<file path="src/rtl/uart_rx.sv">
// rtl/uart_rx.sv - UART receiver with a one-entry valid/ready output buffer.
// Defining UART_RX_PARITY_EN adds an even-parity bit between data and stop.
module uart_rx #(
  parameter int CLKS_PER_BIT = 5
) (
  input  logic       clk,
  input  logic       rst,
  input  logic       rx,
  output logic [7:0] data_out,
  output logic       valid,
  input  logic       ready,
  output logic       busy,
  output logic       frame_err,
  output logic       overrun,
  output logic       parity_err
);

  localparam int H  = CLKS_PER_BIT / 2;
  localparam int CW = $clog2(CLKS_PER_BIT);
  localparam logic [CW-1:0] HALF_LAST = CW'(H - 1);
  localparam logic [CW-1:0] BIT_LAST  = CW'(CLKS_PER_BIT - 1);

  localparam logic [2:0] IDLE   = 3'd0;
  localparam logic [2:0] START  = 3'd1;
  localparam logic [2:0] DATA   = 3'd2;
  localparam logic [2:0] STOP   = 3'd4;
`ifdef UART_RX_PARITY_EN
  localparam logic [2:0] PARITY = 3'd3;
`endif

  logic [2:0]    state;
  logic [CW-1:0] cnt;
  logic [2:0]    bit_idx;
  logic [7:0]    shreg;
  logic          sync1, rxs, rxs_d;
  logic          parity_bad;

`ifdef UART_RX_PARITY_EN
  logic par_bit;
  assign parity_bad = (^shreg) != par_bit;
`else
  assign parity_bad = 1'b0;
  assign parity_err = 1'b0;
`endif

  assign busy = (state != IDLE);

  always_ff @(posedge clk) begin
    if (rst) begin
      state     <= IDLE;
      cnt       <= '0;
      bit_idx   <= '0;
      shreg     <= '0;
      sync1     <= 1'b1;
      rxs       <= 1'b1;
      rxs_d     <= 1'b1;
      data_out  <= '0;
      valid     <= 1'b0;
      frame_err <= 1'b0;
      overrun   <= 1'b0;
`ifdef UART_RX_PARITY_EN
      par_bit    <= 1'b0;
      parity_err <= 1'b0;
`endif
    end else begin
      sync1     <= rx;
      rxs       <= sync1;
      rxs_d     <= rxs;
      frame_err <= 1'b0;
      overrun   <= 1'b0;
`ifdef UART_RX_PARITY_EN
      parity_err <= 1'b0;
`endif
      // A pop clears valid unless a completing byte reloads it below.
      if (valid && ready)
        valid <= 1'b0;

      case (state)
        IDLE: begin
          if (rxs_d && !rxs) begin
            state <= START;
            cnt   <= '0;
          end
        end
        START: begin
          if (cnt == HALF_LAST) begin
            cnt <= '0;
            if (!rxs) begin
              state   <= DATA;
              bit_idx <= '0;
            end else begin
              state <= IDLE;
            end
          end else begin
            cnt <= cnt + CW'(1);
          end
        end
        DATA: begin
          if (cnt == BIT_LAST) begin
            cnt     <= '0;
            shreg   <= {rxs, shreg[7:1]};
            bit_idx <= bit_idx + 3'd1;
            if (bit_idx == 3'd7) begin
`ifdef UART_RX_PARITY_EN
              state <= PARITY;
`else
              state <= STOP;
`endif
            end
          end else begin
            cnt <= cnt + CW'(1);
          end
        end
`ifdef UART_RX_PARITY_EN
        PARITY: begin
          if (cnt == BIT_LAST) begin
            cnt     <= '0;
            par_bit <= rxs;
            state   <= STOP;
          end else begin
            cnt <= cnt + CW'(1);
          end
        end
`endif
        STOP: begin
          if (cnt == BIT_LAST) begin
            cnt       <= '0;
            state     <= IDLE;
            frame_err <= !rxs;
`ifdef UART_RX_PARITY_EN
            parity_err <= parity_bad;
`endif
            if (rxs && !parity_bad) begin
              // Buffer still full and not being popped: keep the old byte.
              if (valid && !ready) begin
                overrun <= 1'b1;
              end else begin
                data_out <= shreg;
                valid    <= 1'b1;
              end
            end
          end else begin
            cnt <= cnt + CW'(1);
          end
        end
        default: state <= IDLE;
      endcase
    end
  end

endmodule

</file>
<file path="config.mk">
export PLATFORM = sky130hd
export DESIGN_NAME = uart_rx
export DESIGN_NICKNAME = d
export VERILOG_FILES = /design/src/rtl/uart_rx.sv
export SDC_FILE = /design/constraint.sdc
export NUM_CORES = 1
export LEC_CHECK = 0
export BUFFER_PORTS_ARGS = -buffer_cell sky130_fd_sc_hd__buf_2
export CAP_MARGIN = 30
export CORE_MARGIN = 8
export CORE_UTILIZATION = 55
export DETAILED_ROUTE_END_ITERATION = 8
export GPL_ROUTABILITY_DRIVEN = 0
export GPL_TIMING_DRIVEN = 0
export PLACE_DENSITY = 0.84
export SETUP_SLACK_MARGIN = 0.2
export SLEW_MARGIN = 15
export SYNTH_ARGS = -nofsm -noshare
export SYNTH_HDL_FRONTEND = slang
export SYNTH_SLANG_ARGS = --single-unit
</file>
<file path="constraint.sdc">
create_clock -name clk -period 4.1 [get_ports clk]
set_input_delay 0.615 -clock clk [delete_from_list [all_inputs] [get_ports clk]]
set_output_delay 0.615 -clock clk [all_outputs]
set_load 0.005 [all_outputs]
</file>
After elaboration in Yosys (flattened, before gate mapping)

Index checks and enable logic that the tools add are counted.

Add/sub/neg operators: 2
Equal/unequal tests: 12
Multiplexer cells: 21
Bitwise gates (word level): 4
Reductions and logical operators: 17

Operators by type and width:

| kind                                                                  | number |
|---|---|
| 3-bit two-way mux                                                     | 11 |
| 2-bit != test, second input constant                                  | 6 |
| 3-bit one-hot mux with 4 select lines                                 | 1 |
| 3-bit equality test, second input constant                            | 3 |
| 3-bit one-hot mux with 3 select lines                                 | 1 |
| 4-bit AND reduction                                                   | 2 |
| 3-bit by 1-bit adder with 3-bit output, second input constant         | 2 |
| 3-bit by 1-bit equality test with 1-bit output, second input constant | 2 |
| 1-bit two-way mux                                                     | 6 |
| 3-bit one-hot mux with 2 select lines                                 | 1 |
| 3-bit nonzero test                                                    | 2 |
| 5-bit AND reduction                                                   | 1 |
| 1-bit inverter                                                        | 4 |
| 2-bit AND reduction                                                   | 2 |
| 4-bit OR reduction                                                    | 1 |
| 3-bit by 2-bit equality test with 1-bit output, second input constant | 1 |
| 1-bit logical AND                                                     | 3 |
| 3-bit logical NOT                                                     | 1 |
| 3-bit OR reduction                                                    | 1 |
| 1-bit logical NOT                                                     | 2 |
| 2-bit two-way mux                                                     | 1 |
| 2-bit nonzero test                                                    | 1 |
| 2-bit OR reduction                                                    | 1 |

Register bits after elaboration: 31
Input bits: 4
Output and inout port bits: 13
Word-level logic and storage cells: 67

Logic depth before layout (Yosys ltp)

Gate-level depths: netlist of run 1.

Depth in word-level cells: 6
Depth in mapped cells: 8
Depth with buffers taken out: 6

Least setup slack after synthesis of run 1

OpenSTA, ideal clock, no wires.

Path type: flip-flop to flip-flop
Start: register cnt[0]
End: register shreg[1]
Setup time: 128 ps
Arrival time: 1509 ps
Required time: 3972 ps
Setup slack: 2464 ps
Cell stages (with the launch flop): 9
Path buffers: 2
Clock period less this slack: 1636 ps
Cells stage by stage: dfxtp_1 inv_1 ha_1 and2_1 clkbuf_1 nand3_1 buf_2 mux2i_1 nor2_1

Word-level cells in the longest chain between the ends: 2

Ends and longest elaborated chain:

| element                       | line | RTL |
|---|---|---|
| start, declared               | 32   | `logic [CW-1:0] cnt;` |
| start signal, assigned        | 95   | `cnt <= cnt + CW'(1);` |
| start signal, assigned        | 111  | `cnt <= cnt + CW'(1);` |
| start signal, assigned        | 143  | `cnt <= cnt + CW'(1);` |
| 3-bit equality test           | 99   | `if (cnt == BIT_LAST) begin` |
| 2-bit AND reduction (no line) | n/a  |  |
| end signal, assigned          | 101  | `shreg <= {rxs, shreg[7:1]};` |
| end, declared                 | 34   | `logic [7:0] shreg;` |

No other way between the ends.
A chain may end at the register's enable or synchronous reset.

Worst setup path in the final report of run 1

Start: register cnt[0]
End: register shreg[3]

The elaborated chain is that of the path after synthesis.

==> results of run 1 <==
-- cells in the mapped netlist (2+ instances only) --
library cell and count:
sky130_fd_sc_hd__nor2_1 21, sky130_fd_sc_hd__nand4_1 2, sky130_fd_sc_hd__nand2_1 2, sky130_fd_sc_hd__nand3_1 6
sky130_fd_sc_hd__nand4b_1 3, sky130_fd_sc_hd__ha_1 5, sky130_fd_sc_hd__nand2b_1 3, sky130_fd_sc_hd__mux2i_1 16
sky130_fd_sc_hd__buf_4 3, sky130_fd_sc_hd__buf_6 2, sky130_fd_sc_hd__a21oi_1 7, sky130_fd_sc_hd__or2_2 4
sky130_fd_sc_hd__inv_1 4, sky130_fd_sc_hd__dfxtp_1 31, sky130_fd_sc_hd__clkbuf_1 4, sky130_fd_sc_hd__nor3_1 3
-- flip-flops by register name (all words and copies together) (netlist names), 3 cells and up --
register / flops
data_out: 8
shreg: 8
state: 3
cnt: 3
bit_idx: 3
-- final cells by class --
class / instances / share of cell area
timing repair buffer: 15 / 0.05133
multi-input combinational: 88 / 0.4115
buffer: 10 / 0.04448
tap: 28 / 0.02395
sequential: 31 / 0.4243
inverter: 4 / 0.01027
clock buffer: 7 / 0.03080
clock inverter: 1 / 0.003422
-- power by group through the flow --
| stage | clock network (mW) | logic, mW | registers [mW] |
|---|---|---|---|
| finish | 0.167 | 0.0210 | 0.305 |
| global route | 0.185 | 0.0235 | 0.306 |
| CTS | 0.170 | 0.0209 | 0.305 |
| detailed placement | 0 | 0.0208 | 0.312 |
| global placement | 0 | 0.0201 | 0.312 |
| floorplan | 0 | 0.0152 | 0.312 |
-- worst max-delay path: stages (launching register included) --
cell and delay, ns:
sky130_fd_sc_hd__dfxtp_1 0.40, sky130_fd_sc_hd__inv_1 0.08, sky130_fd_sc_hd__ha_1 0.22, sky130_fd_sc_hd__and2_1 0.16, sky130_fd_sc_hd__clkbuf_1 0.16, sky130_fd_sc_hd__nand3_1 0.16, sky130_fd_sc_hd__buf_2 0.29, sky130_fd_sc_hd__mux2i_1 0.25
sky130_fd_sc_hd__nor2_1 0.05
-- kinds of logic after synthesis --
group	after synthesis
AO/OA/AOI/OAI	14
adder cells (fa/ha/maj)	6
buffers and inverters	14
flip-flops	31
multiplexers	16
other	1
AND/OR/NAND/NOR	51
-- routing by layer --
metal  vias to the layer above  global-route usage  wire length, um
li1                        498                   -                -
met4                         0             0.06267               46
met1                       478              0.1437             1157
met2                        24              0.2087             1232
met5                         -                   0                0
met3                         8             0.05498              131
-- per-stage QoR --
stage | instances | setup WS, ns | cell area, sq um
finish | 184 | 2.196 | 1463
global route | 184 | 2.100 | 1463
CTS | 184 | 2.202 | 1463
detailed placement | 176 | 2.236 | 1413
global placement | 176 | 2.299 | 1413
floorplan | 133 | 2.464 | 1303
-- final timing paths --
check | to | slack, ns | cells past startpoint
max reg2reg | shreg[3] | 2.20 | 8
min | rxs | 0.42 | 1
max | shreg[3] | 2.20 | 8
min reg2reg | rxs | 0.42 | 1
==> impl_metrics.tcl, run 1 <==
set metrics [dict create \
    multi_input_comb_area_sq_um 601.8 \
    dr.first_iter.drc_count 19 \
    site_row_count 17 \
    async_reset_ff_frac 0 \
    fraction_of_final_layout_cells_with_drive_strength_greater_than_1 0.2179 \
    synth.cell_area_sq_um 1302 \
    cts_resized 0 \
    synthesis.area_per_instance_sq_um 9.793 \
    sequential_element_share_of_the_synthesized_area 0.4765 \
    viasPerCell 5.478 \
    critical_path_class "flip-flop to flip-flop" \
    synth_top_family_by_area "simple AND/OR/NAND/NOR gates" \
    first_global_vias 959 \
    global_route.overflow_total 0 \
    max_slew.worst_pin.slew_ns 0.5019 \
    netlist.top_cell.by_area "sky130_fd_sc_hd__dfxtp_1" \
    p_int_mw 0.3785 \
    ir_worst_vdd_mv 0.2140 \
    power.leakage_nw 0.6293 \
    coreArea_sq_um 2233 \
    power_frac_clock 0.338 \
    cts-hold-fix-buffers 0 \
    clkSinkCount 31 \
    final.min_clock_period_ns 1.904 \
    route.detailed.drc 0 \
    muxShareOfSynthArea 0.1230 \
    synth_edf_count 0 \
    holdWs_ns 0.4178 \
    synthDominantCellAreaShare 0.4765 \
    tritoncts "yes" \
    n_antenna_cell 0 \
    post-route-util 0.6549 \
    clk_latency_ns 0.33 \
    cts-htree-levels 2 \
    drv.max_cap_violation_count 0 \
    tns_ns 0 \
    syn-num-nets 142 \
    timing.fmax_ghz 0.5251 \
    critical_path.startpoint "cnt[0]" \
    top_level_ports 17 \
    adder_and_majority_cell_fraction_of_the_synthesized_area 0.05572 \
    synth_flop_cell "sky130_fd_sc_hd__dfxtp_1" \
    cellPowerDensity_nw_per_um2 337.1 \
    ys_top_cells_by_area "sky130_fd_sc_hd__dfxtp_1 48%, sky130_fd_sc_hd__mux2i_1 12%, sky130_fd_sc_hd__nor2_1 6.1%" \
    startpoint_type "flip-flop" \
    drt.antenna.violating_nets 0 \
    final_nets 164 \
    synth_xor_area_frac 0 \
    via_count 1008 \
    area_delta_synth_final_pct 12.30 \
    mostFrequentLayoutCell "sky130_fd_sc_hd__dfxtp_1" \
    fin_crit_sh 0.4645 \
    timing.final.max_slew_violations 0 \
    grt_setup_unrepaired "false" \
    synth-seq-cells 31 \
    grt_max_degree 11 \
    critical_path.reg2reg.startpoint "cnt[0]" \
    p_switching_mw 0.1145 \
    die_outline_area_sq_um 4182 \
    worstSetupEndpointType "flip-flop" \
    switching_share 0.2322 \
    routed_wire_length_per_instance_um 13.96 \
    postSynthCellCount 133 \
    grt.total_usage 0.1294 \
    grt_first_pass_wirelength_um 4291 \
    yosys.area_share.simple 0.2094 \
    run_status "complete, no violations" \
    drt_first_pass_iters 4 \
    path_clk_slew_ns 0.09 \
    comb_power_share 0.043 \
    ys.warnings.count 0 \
    clock_tree.buffer_depth 2 \
    crit_required_ns 4.30 \
    setup_viol 0 \
    cts_buffers 5 \
    cts-root-buf "sky130_fd_sc_hd__clkbuf_4" \
    cp_max_fo 10 \
    hpwlAfterDp_um 1818 \
    sequential_cell_area_sq_um 620.6 \
    worstPathArrival_ns 2.11 \
    initial_core_util 0.5832 \
    timing.slew.headroom 0.6654 \
    sequentialPowerShare 0.619 \
    synth_compound_gate_area_share 0.07109 \
    most-common-layout-cells "31 x sky130_fd_sc_hd__dfxtp_1, 21 x sky130_fd_sc_hd__nor2_1, 16 x sky130_fd_sc_hd__buf_2, 16 x sky130_fd_sc_hd__mux2i_1, 7 x sky130_fd_sc_hd__a21oi_1" \
    final.setup_skew_ns 0.007952 \
    total_power_mw 0.4930 \
    numPortBuffers 15 \
    die_height_um 64.67 \
    holdCritPathClass "flip-flop to flip-flop" \
    post_synth_num_cell_types 33 \
    num-fill-cells 202 \
    final_hold_viol_count 0 \
    dieWidth_um 64.67 \
    initial_antenna_violation_count 0 \
    post_cts_buffers 0 \
    holdCritStartpoint "sync1" \
    totalWireLength_um 2568 \
]
Power figures use the tool's default switching activity.
==> inputs of run 2 (changes only) <==
Settings changed: ABC_AREA set to 1.
Clock period 4.1 ns to 2 ns, I/O delays scaled along.
==> run 2 against run 1 <==
Wire length rose by 8.4%. Hold slack got worse by 0.26 ns. Critical path type unchanged. Sequential power rose by 130%. Critical endpoint is now data_out[7]. Setup slack got worse by 1.8 ns. Critical path depth did not move. Synthesized cell count rose by 32%. Global-route usage rose by 0.56 points.
==> impl_metrics.tcl, run 2 <==
set metrics [dict create \
    largestRegisters "data_out x8, shreg x8" \
    tritoncts "yes" \
    final_hold_viol_count 0 \
    initial_core_util 0.5696 \
    syn-num-nets 184 \
    cts-root-buf "sky130_fd_sc_hd__clkbuf_4" \
    n_antenna_cell 0 \
    die_height_um 65.96 \
    synthTopCellsByCount "31 x sky130_fd_sc_hd__dfxtp_1, 22 x sky130_fd_sc_hd__nand2_1, 20 x sky130_fd_sc_hd__a21oi_1, 19 x sky130_fd_sc_hd__inv_1, 19 x sky130_fd_sc_hd__nor2_1" \
    grt_max_degree 11 \
    site_row_count 18 \
    synth_flop_cell "sky130_fd_sc_hd__dfxtp_1" \
    cp_max_fo 10 \
    synthDominantCellAreaShare 0.4521 \
    area_delta_synth_final_pct 11.49 \
    power.leakage_nw 0.6636 \
    totalWireLength_um 2784 \
    synth.most_common_cell "sky130_fd_sc_hd__dfxtp_1" \
    ys.warnings.count 0 \
    numPortBuffers 14 \
    global_route.overflow_total 0 \
    synth_edf_count 0 \
    drt.antenna.violating_nets 0 \
    synth.cell_area_sq_um 1373 \
    viasPerCell 5.220 \
    first_global_vias 1112 \
    postSynthCellCount 175 \
    post_cts_buffers 0 \
    synthesis.area_per_instance_sq_um 7.843 \
    route.detailed.drc 0 \
    clk_latency_ns 0.33 \
    worstPathArrival_ns 1.79 \
    ir_worst_vdd_mv 0.6306 \
    max_slew.worst_pin.slew_ns 0.5854 \
    cellPowerDensity_nw_per_um2 887.1 \
    final_nets 205 \
    cts-hold-fix-buffers 0 \
    path_clk_slew_ns 0.10 \
    setup_viol 0 \
    synth-seq-cells 31 \
    sequential_element_share_of_the_synthesized_area 0.4521 \
    clock_tree.buffer_depth 2 \
    mostFrequentLayoutCell "sky130_fd_sc_hd__dfxtp_1" \
    run_status "complete, no violations" \
    fraction_of_final_layout_cells_with_drive_strength_greater_than_1 0.2234 \
    async_reset_ff_frac 0 \
    final.min_clock_period_ns 1.582 \
    cts_resized 0 \
    grt.total_usage 0.1350 \
    worstSetupEndpointType "flip-flop" \
    cts_buffers 5 \
    initial_antenna_violation_count 0 \
    timing.fmax_ghz 0.6321 \
    fin_crit_sh 0.7911 \
    setup_slack_ns 0.4179 \
    timing.slew.headroom 0.6098 \
    drt_first_pass_iters 4 \
    coreArea_sq_um 2410 \
    grt_first_pass_wirelength_um 4595 \
    post-route-util 0.6350 \
    holdCritPathClass "input pin to flip-flop" \
    hpwlAfterDp_um 2104 \
    dr.first_iter.drc_count 80 \
    clkSinkCount 31 \
    top_level_ports 17 \
    final.setup_skew_ns 0.01551 \
    critical_path_class "flip-flop to flip-flop" \
    cts-htree-levels 2 \
    post_synth_num_cell_types 27 \
    most-common-layout-cells "31 x sky130_fd_sc_hd__dfxtp_1, 22 x sky130_fd_sc_hd__nand2_1, 20 x sky130_fd_sc_hd__a21oi_1" \
    routed_wire_length_per_instance_um 12.26 \
    crit_required_ns 2.21 \
    startpoint_type "flip-flop" \
    via_count 1185 \
    tns_ns 0 \
    timing.final.max_slew_violations 0 \
    die_outline_area_sq_um 4350 \
    drv.max_cap_violation_count 0 \
    ys_top_cells_by_area "sky130_fd_sc_hd__dfxtp_1 45%, sky130_fd_sc_hd__a21oi_1 7.3%, sky130_fd_sc_hd__nand3_1 6.2%" \
    netlist.top_cell.by_area "sky130_fd_sc_hd__dfxtp_1" \
    dieWidth_um 65.96 \
    grt_setup_unrepaired "false" \
    dp_worst_setup_slack_ns 0.4447 \
]
## run 2: final cells by class
cell class | count | area [sq um]
Sequential cell | 31 | 620.6
Inverter | 20 | 75.07
Multi-Input combinational cell | 118 | 635.6
Timing Repair Buffer | 14 | 70.07
Clock inverter | 1 | 5.005
Tap cell | 30 | 37.54
Fill cell | 213 | 879.6
Buffer | 6 | 41.29
Clock buffer | 7 | 45.04
## run 2: power by group
part	internal (mW)	switching, mW
clock	0.137	0.213
combinational	0.116	0.203
sequential	0.646	0.0420
total	0.899	0.459
## run 2: logic make-up (layout without fill, tap and decap cells)
family                     Yosys count  after routing  synth area share
DFF                                 31             31            0.4521
adders and majority gates            5              5           0.04558
AOI/OAI and AO/OA                   33             33            0.1313
buffers and inverters               26             48           0.08478
and+or+nand+nor                     78             78            0.2771
xor gates and xnor gates             1              1          0.006382
other                                1              1          0.002732
## run 2: path summary, 6_finish.rpt
path | depth (start not counted) | end | from | slack [ns]
max | 8 | data_out[7] | cnt[0] | 0.42
min | 2 | sync1 | rx | 0.15
max reg2reg | 8 | data_out[7] | cnt[0] | 0.42
min reg2reg | 1 | rxs | sync1 | 0.42
## run 2: worst max-delay path: stages, from the launching register on
cell and delay (ns):
sky130_fd_sc_hd__dfxtp_1 0.36, sky130_fd_sc_hd__inv_1 0.10, sky130_fd_sc_hd__ha_1 0.17, sky130_fd_sc_hd__nand2_2 0.14, sky130_fd_sc_hd__nor2_4 0.24, sky130_fd_sc_hd__nand2_4 0.08
sky130_fd_sc_hd__buf_6 0.15, sky130_fd_sc_hd__a21oi_1 0.15, sky130_fd_sc_hd__nor2_1 0.05
## run 2: per-stage QoR
stage	instances	hold slack, ns	total power [mW]	cell area [sq um]
2_1_floorplan	175	0.3895	0.9501	1373
3_3_place_gp	219	0.3926	0.9997	1480
3_5_place_dp	219	0.4001	1.021	1480
4_1_cts	227	0.1491	1.366	1530
5_1_grt	227	0.1426	1.442	1530
6_report	227	0.1544	1.357	1530
## run 2: layer usage
metal	wire length [um]	global-route usage	up-vias	part of all wire
met4	55	0.06933	0	0.020
met5	0	0	-	0
met2	1366	0.2314	25	0.49
met1	1233	0.1407	545	0.44
met3	129	0.05085	8	0.046
li1	-	-	607	-
==> inputs of run 3 (changes only) <==
Settings changed: CORE_UTILIZATION 55 to 50, PLACE_DENSITY 0.84 to 0.81.
Clock period 2 ns to 1.4 ns, I/O delays scaled along.
==> run 3 against run 2 <==
Cell area increased by 27%. Sequential share of layout area down 7.8 points. Register-to-register slack worse by 0.38 ns. Highest routed layer unchanged. Critical path depth fell by 3. Core utilization up 8.8 points. Largest cell class unchanged. Sequential cell count unchanged. Combinational power grew to 2.6 times the previous value. Die area increased by 7.5%. Via count is 5.9% higher. Wire length is 28% higher. First-iteration DRC count down 11%.
==> impl_metrics.tcl, run 3 (synthesis gave the netlist of run 2 again) <==
set metrics [dict create \
    dr.first_iter.drc_count 71 \
    hpwlAfterDp_um 1888 \
    critical_path_class "flip-flop to output port" \
    grt_setup_unrepaired "true" \
    clk_latency_ns 0.35 \
    global_route.overflow_total 0 \
    grt_max_degree 12 \
    final_hold_viol_count 0 \
    power.leakage_nw 0.8197 \
    drt_first_pass_iters 4 \
    path_clk_slew_ns 0.10 \
    cts-root-buf "sky130_fd_sc_hd__clkbuf_4" \
    final.min_clock_period_ns 1.378 \
    drv.max_cap_violation_count 0 \
    site_row_count 19 \
    clock_tree.buffer_depth 2 \
    clkSinkCount 31 \
    grt.total_usage 0.1589 \
    routed_wire_length_per_instance_um 14.46 \
    cellPowerDensity_nw_per_um2 1305 \
    coreArea_sq_um 2686 \
    fin_crit_sh 0.9844 \
    fraction_of_final_layout_cells_with_drive_strength_greater_than_1 0.4977 \
    numPortBuffers 14 \
    viasPerCell 5.102 \
    worstPathArrival_ns 1.17 \
    die_outline_area_sq_um 4678 \
    timing.critical_path.cells "inv_2, nand2_2, nor2_2, inv_1, buf_2" \
    final_nets 223 \
    tritoncts "yes" \
    total_power_mw 2.536 \
    timing.final.max_slew_violations 0 \
    ir_worst_vdd_mv 1.041 \
    cts_buffers 5 \
    initial_antenna_violation_count 0 \
    run_status "complete, no violations" \
    initial_core_util 0.5109 \
    holdCritPathClass "input pin to flip-flop" \
    setup_viol 0 \
    post-route-util 0.7233 \
    first_global_vias 1236 \
    startpoint_type "flip-flop" \
    top_level_ports 17 \
    critical_path_buf_inv_count 3 \
    final.setup_skew_ns 0.009611 \
    dieWidth_um 68.40 \
    die_height_um 68.40 \
    tns_ns 0 \
    crit_required_ns 1.19 \
    n_antenna_cell 0 \
    drt.antenna.violating_nets 0 \
    route.detailed.drc 0 \
    largestRegisters "data_out x8, shreg x8" \
    critical_path.top_delay_family "flip-flops" \
    totalWireLength_um 3558 \
    worstSetupEndpointType "output port" \
    cp_max_fo 5 \
    timing.fmax_ghz 0.7256 \
    cp_max_stage_delay_ns 0.38 \
    area_delta_synth_final_pct 41.57 \
    max_slew.worst_pin.slew_ns 0.5978 \
    timing.slew.headroom 0.6015 \
    crit_slowest_cell "sky130_fd_sc_hd__dfxtp_4" \
    cts-htree-levels 2 \
    grt_first_pass_wirelength_um 5533 \
    mostFrequentLayoutCell "sky130_fd_sc_hd__dfxtp_1" \
    num-fill-cells 190 \
    via_count 1255 \
    most-common-layout-cells "24 x sky130_fd_sc_hd__dfxtp_1, 16 x sky130_fd_sc_hd__buf_4, 15 x sky130_fd_sc_hd__nor2_1" \
]
[run 3: changes by cell type in the layout (fill, tap and decap cells not counted), sizes merged]
cell	previous run	this run
buf	17	35
clkbuf	10	8
bufinv	0	1
clkinv	1	2
[run 3: metrics by stage]
stage	worst slack, ns	cells	hold slack (ns)	cell area (sq um)
finish	0.02178	246	0.04441	1943
global route	-0.03823	246	0.04281	1943
CTS	0.07430	244	0.04198	1843
detailed placement	0.03817	220	0.3928	1515
global placement	0.04938	220	0.3925	1515
floorplan	0.1615	175	0.3138	1406
[run 3: worst register-to-register path, stage by stage, from the launching register on]
cell	delay, ns
sky130_fd_sc_hd__dfxtp_4	0.41
sky130_fd_sc_hd__inv_2	0.05
sky130_fd_sc_hd__buf_4	0.12
sky130_fd_sc_hd__buf_4	0.12
sky130_fd_sc_hd__nor2_2	0.10
sky130_fd_sc_hd__nand3_2	0.13
sky130_fd_sc_hd__nand3_2	0.12
sky130_fd_sc_hd__nor2_4	0.05
sky130_fd_sc_hd__nand2_1	0.05
sky130_fd_sc_hd__nand2_1	0.05
sky130_fd_sc_hd__nor2_1	0.11
[run 3: layout make-up]
type	instances	area [sq um]	share of cell area
clock inverter	3	43.79	0.02254
inverter	20	77.57	0.03992
clock buffer	5	37.54	0.01932
tap	31	38.79	0.01996
timing repair buffer	32	232.7	0.1198
buffer	6	45.04	0.02318
sequential	31	636.9	0.3278
multi-input combinational	118	830.8	0.4276
[run 3: power by group]
group | internal (mW) | total (mW) | switching [mW]
clock network | 0.375 | 0.718 | 0.342
registers | 0.938 | 1.00 | 0.0669
logic | 0.359 | 0.814 | 0.455
total | 1.67 | 2.54 | 0.864
[run 3: worst paths after layout]
check	slack, ns	from	end	cells past startpoint
worst max-delay path	0.02	state[1]	busy	5
worst min-delay path	0.04	rx	sync1	2
worst max register to register	0.04	state[0]	state[2]	10
worst min register to register	0.42	sync1	rxs	1
[run 3: what timing repair did]
item / in CTS / in global routing
hold buffers: 0 / 0
resized for setup: 35 / 22
endpoints found under the setup margin: 26 / 29
cloned: 2 / 0
pin swaps: 14 / 8
buffers inserted: 14 / 2
[run 3: layer usage]
metal	vias to the layer above	routed length, um	GRT usage	part of all wire
met4	0	95	0.1023	0.027
met2	32	1807	0.2671	0.51
li1	638	-	-	-
met3	11	167	0.04583	0.047
met1	574	1488	0.1705	0.42
met5	-	0	0	0
